### src/rtl/sierpinski_pattern_gen.sv
// Row-state pattern generator: Galois LFSR or rule-90/150/30 automaton streamed over ready/valid,
// with seed loading, frame re-seeding after ROWS rows and all-zero lockup recovery.
module sierpinski_pattern_gen #(
  parameter int unsigned           WIDTH        = 8,
  parameter logic [WIDTH-1:0]      TAPS         = WIDTH'(8'hB8),
  parameter int unsigned           ROWS         = 16,
  parameter logic [WIDTH-1:0]      DEFAULT_SEED = WIDTH'(8'h10)
) (
  input  logic             clk_i,
  input  logic             rst_i,
  input  logic [1:0]       mode_i,
  input  logic             run_i,
  input  logic             seed_load_i,
  input  logic [WIDTH-1:0] seed_data_i,
  input  logic             out_ready_i,
  output logic             out_valid_o,
  output logic [WIDTH-1:0] out_data_o,
  output logic [7:0]       row_o,
  output logic             frame_done_o,
  output logic             lockup_o
);

  localparam int unsigned RW       = 8;
  localparam bit          WRAP_EN  = (ROWS != 0);
  localparam logic [RW-1:0] LAST_ROW = RW'(ROWS - 1);

  localparam logic [1:0] MODE_LFSR = 2'b00;
  localparam logic [1:0] MODE_R90  = 2'b01;
  localparam logic [1:0] MODE_R150 = 2'b10;

  logic [WIDTH-1:0] state_q, state_d;
  logic [WIDTH-1:0] reload_q, reload_d;
  logic [RW-1:0]    row_q, row_d;
  logic             valid_q, valid_d;
  logic             lockup_q, lockup_d;
  logic             frame_done_q, frame_done_d;

  logic             xfer;
  logic [WIDTH-1:0] left_nb, right_nb, rule_next;

  assign xfer = valid_q & out_ready_i;

  // Neighbour views: left_nb[i] = s[i+1], right_nb[i] = s[i-1], edges read 0.
  assign left_nb  = state_q >> 1;
  assign right_nb = state_q << 1;

  always_comb begin
    rule_next = state_q;
    case (mode_i)
      MODE_LFSR: rule_next = left_nb ^ (state_q[0] ? TAPS : '0);
      MODE_R90:  rule_next = left_nb ^ right_nb;
      MODE_R150: rule_next = left_nb ^ state_q ^ right_nb;
      default:   rule_next = left_nb ^ (state_q | right_nb);
    endcase
  end

  // Seed load beats everything; a coincident transfer is consumed without advancing.
  always_comb begin
    state_d      = state_q;
    reload_d     = reload_q;
    row_d        = row_q;
    lockup_d     = lockup_q;
    frame_done_d = 1'b0;
    valid_d      = run_i;
    if (seed_load_i) begin
      state_d  = seed_data_i;
      reload_d = seed_data_i;
      row_d    = '0;
      lockup_d = 1'b0;
    end else if (xfer) begin
      if (WRAP_EN && (row_q == LAST_ROW)) begin
        state_d      = reload_q;
        row_d        = '0;
        frame_done_d = 1'b1;
      end else begin
        row_d = row_q + 8'd1;
        if (state_q == '0) begin
          state_d  = DEFAULT_SEED;
          lockup_d = 1'b1;
        end else begin
          state_d = rule_next;
        end
      end
    end
  end

  always_ff @(posedge clk_i or posedge rst_i) begin
    if (rst_i) begin
      state_q      <= DEFAULT_SEED;
      reload_q     <= DEFAULT_SEED;
      row_q        <= '0;
      valid_q      <= 1'b0;
      lockup_q     <= 1'b0;
      frame_done_q <= 1'b0;
    end else begin
      state_q      <= state_d;
      reload_q     <= reload_d;
      row_q        <= row_d;
      valid_q      <= valid_d;
      lockup_q     <= lockup_d;
      frame_done_q <= frame_done_d;
    end
  end

  assign out_data_o   = state_q;
  assign out_valid_o  = valid_q;
  assign row_o        = row_q;
  assign frame_done_o = frame_done_q;
  assign lockup_o     = lockup_q;

endmodule
### config.mk
export PLATFORM = sky130hd
export DESIGN_NAME = sierpinski_pattern_gen
export DESIGN_NICKNAME = d
export VERILOG_FILES = /design/src/rtl/sierpinski_pattern_gen.sv
export SDC_FILE = /design/constraint.sdc
export NUM_CORES = 1
export LEC_CHECK = 0
export CAP_MARGIN = 10
export CORE_MARGIN = 8
export CORE_UTILIZATION = 28
export CTS_CLUSTER_SIZE = 24
export DETAILED_ROUTE_END_ITERATION = 10
export PLACE_DENSITY = 0.49
export RECOVER_POWER = 50
export SLEW_MARGIN = 20
export SYNTH_ARGS = -nofsm -noshare
export SYNTH_HDL_FRONTEND = slang
export SYNTH_SLANG_ARGS = --single-unit
### constraint.sdc
create_clock -name clk_i -period 3.4 [get_ports clk_i]
set_clock_uncertainty 0.2 [all_clocks]
set_input_delay 0.34 -clock clk_i [delete_from_list [all_inputs] [get_ports clk_i]]
set_output_delay 0.34 -clock clk_i [all_outputs]
set_load 0.02 [all_outputs]
==> reports/summary.txt <==
number of input and output port buffers inserted -> 33
cell accounting for the most synthesized area -> sky130_fd_sc_hd__dfrtp_1
worst-case vdd ir drop -> 0.1647 mV
placed cells -> 306
path depth of the worst reg2reg path -> 6
count of synthesis-stage warnings from yosys -> 0
final clock period utilization by the worst path -> 0.7171
total setup buffers inserted after CTS -> 0
master cell of the clock root buffer -> sky130_fd_sc_hd__clkbuf_8
Detail Placement HPWL -> 3850 µm
area of the multi-input gates -> 1069 µm²
Critical Path End Type -> flop
final hold viol count -> 0
Clock Sink Count -> 27
post-route setup TNS -> 0 ps
area share of the largest cell type after synthesis -> 0.3311
clock tree from TritonCTS -> done
unrepaired setup endpoints after global routing -> no
Total Routed Length -> 5102 µm
cell family with the largest share of critical-path delay -> flip-flops
class of the tightest hold or removal check -> flop to flop
Routed wire per std cell -> 16.46 µm
syn_area_per_cell -> 9.171 µm²
sequential standard cell area -> 678.2 µm²
CTS resizes -> 0
die boundary width -> 98.15 µm
initial cell density of the core -> 0.2844
DRC violation count after routing -> 0
post-synth cell types -> 55
global routing usage summed across all routing layers -> 0.1055
path type of the worst setup path -> flop to flop
hold-fix buffers at CTS -> 0
number of maximum-capacitance violations -> 0
data arrival at the endpoint of the critical path -> 2430 ps
die extent in y -> 98.15 µm
max-slew violation total from the final report -> 0
fin nets -> 254
final critical delay including setup and external delays -> 2438 ps
transition time at the pin with the least slew margin -> 934.4 ps
startpoint type of the worst setup path -> flop
Required @ worst endpoint -> 3390 ps
status -> completed
First DRT Iteration DRCs -> 87
Synthesized Nets -> 229
Power per Cell Area -> 393.3 nW/µm²
Worst Hold Launch -> reload_q[1]$_DFFE_PP0P_
global-route wire length before repair -> 8445 µm
dominant register cell in the synthesized netlist -> sky130_fd_sc_hd__dfrtp_1
length of the first detailed-routing pass in iterations -> 4
endpoint of the most critical register-to-register path -> out_data_o[1]$_DFFE_PP0P_
post-synthesis instance area -> 1889 µm²
core area -> 6644 µm²
clock-pin slew reported for the worst setup and hold paths after clock tree synthesis -> 100 ps
peak clock frequency supported by timing -> 410.2 MHz
Final Instance Count excl. Fillers -> 310
total number of placement rows -> 30
Synth-to-Final Area Change -> 20.86%
fraction of registers with async set or reset after synthesis -> 1.000
maximum number of pins on one net before global-route repair -> 27
fraction of layout cells with a size suffix above 1 -> 0.09565
flop and latch count out of synthesis -> 27
total setup violations reported at the end of the flow -> 0
ranking of synthesized cells by instance count -> 27 x sky130_fd_sc_hd__nand2_1, 25 x sky130_fd_sc_hd__dfrtp_1, 13 x sky130_fd_sc_hd__nor2_1
vias per cell -> 5.203
largest fanout of any net on the critical path -> 9
highest-delay cell along the critical path -> sky130_fd_sc_hd__dfstp_2
number of enable-type register cells in the synthesized netlist -> 0
FF-to-FF setup slack -> 960 ps
number of global-route vias before repair -> 1569
global route total overflow -> 0
relative slew slack -> 0.3732
worst skew pair latency -> 270 ps
list of cells traversed by the critical path -> inv_1 > ha_1 > and4_1 > a211o_1 > or3_1 > o2111ai_1
most frequently used cell type in the post-synthesis netlist -> sky130_fd_sc_hd__nand2_1
H-tree depth -> 1
final weighted congestion in routability-driven placement -> 0.8501
number of antenna violations at the first check in global routing -> 0
vias post-DR -> 1613
area of the die -> 9632 µm²
buffers from clock root to sink, at most -> 2
delay of the slowest cell on the worst path -> 680 ps
Fin Hold WS -> 273.6 ps
Ant. Diodes -> 0
number of standard cells after synthesis -> 206
number of buffers added by the clock tree synthesis step -> 3
count of buffer and inverter cells on the critical path -> 1
leading post-synthesis cells by cell area -> sky130_fd_sc_hd__dfrtp_1 33%, sky130_fd_sc_hd__nand2_1 5.4%, sky130_fd_sc_hd__ha_1 5.3%
static leakage power -> 0.0009565 µW
Hold Path Sink -> reload_q[1]$_DFFE_PP0P_
worst hold path depth -> 2
filler cell count in the final layout -> 684
register area share after synthesis -> 0.3589
number of routed nets with antenna violations -> 0
r2r startpoint -> out_data_o[4]$_DFFE_PP1P_
I/O Pins -> 34
[cells in the final DEF, fill, tap and decap left out, drive strengths merged, types with 2 or more instances in the layout]
cell,n
nor2b,2
xnor2,7
nand3b,3
or3,3
a21oi,8
nand3,5
a211o,2
nor4,3
ha,8
a22oi,2
dfrtp,25
xor2,8
a311o,2
nor2,14
mux2,4
a32oi,2
nand4,3
o2111ai,2
clkdlybuf4s50,30
clkinv,2
dfstp,2
or4,2
and4,2
nand2b,2
o221ai,2
o21ai,8
clkbuf,5
o211ai,3
a2bb2oi,3
dlygate4sd3,3
inv,11
nand2,27
o31ai,4
mux2i,3
and3,2
[flip-flops by register name, indices dropped and copies added (netlist names)]
signal and flops:
row_o 8, out_valid_o 1, lockup_o 1, out_data_o 8
reload_q 8, frame_done_o 1
[metrics by stage]
stage	util	setup slack [ps]	power (µW)	area [µm²]
after CTS	0.3448	959.4	911.4	2291
after floorplan	-	1059	621.0	1889
after detailed placement	0.3379	852.6	722.6	2245
final	0.3437	961.9	898.1	2283
after global placement	0.3379	870.1	723.6	2245
after global routing	0.3437	850.1	960.3	2283
[tightest hold or removal path, stage by stage (launching register included)]
cell and delay (ps):
sky130_fd_sc_hd__dfrtp_1 340, sky130_fd_sc_hd__nand2_1 60, sky130_fd_sc_hd__nand2_1 50
[layer usage]
layer	up-vias	wire length (µm)	track usage
met2	36	2389	0.1665
met1	785	2526	0.1470
li1	792	-	-
met5	-	0	0
met3	0	187	0.01565
met4	0	0	0.02479
[cell families (layout without fill, tap and decap cells)]
group                      count (synthesis)  in the layout  synth area share
and+or+nand+nor                           72             72            0.2007
AOI/OAI and AO/OA                         48             48            0.1907
buffers and inverters                     28             52           0.07549
DFF                                       27             27            0.3589
xor gates and xnor gates                  15             15           0.06954
adders and majority gates                  8              8           0.05298
muxes                                      8              8           0.05165
[power breakdown]
part | leakage [µW] | internal (µW) | switching (µW)
registers | 0.000336 | 349 | 45.0
clock network | 0.0000255 | 82.2 | 104
logic | 0.000595 | 159 | 159
total | 0.000957 | 590 | 308
[layout make-up]
cell class                 instances  area share
clock buffer                       3     0.01808
inverter                          12     0.01973
tap                               80     0.04384
timing repair buffer              36      0.1512
multi-input combinational        151      0.4679
sequential                        27      0.2970
clock inverter                     1    0.002192
[worst max-delay path by stage]
stage,startpoint,depth (start not counted),endpoint
2_1_floorplan,out_data_o[4]$_DFFE_PP1P_,7,out_data_o[1]$_DFFE_PP0P_
3_3_place_gp,mode_i[0],5,out_data_o[1]$_DFFE_PP0P_
3_5_place_dp,mode_i[0],5,out_data_o[1]$_DFFE_PP0P_
4_1_cts,out_data_o[4]$_DFFE_PP1P_,6,out_data_o[1]$_DFFE_PP0P_
5_1_grt,out_data_o[5]$_DFFE_PP0P_,6,out_data_o[2]$_DFFE_PP0P_
6_report,out_data_o[4]$_DFFE_PP1P_,6,out_data_o[1]$_DFFE_PP0P_
Power figures use the tool's default switching activity.
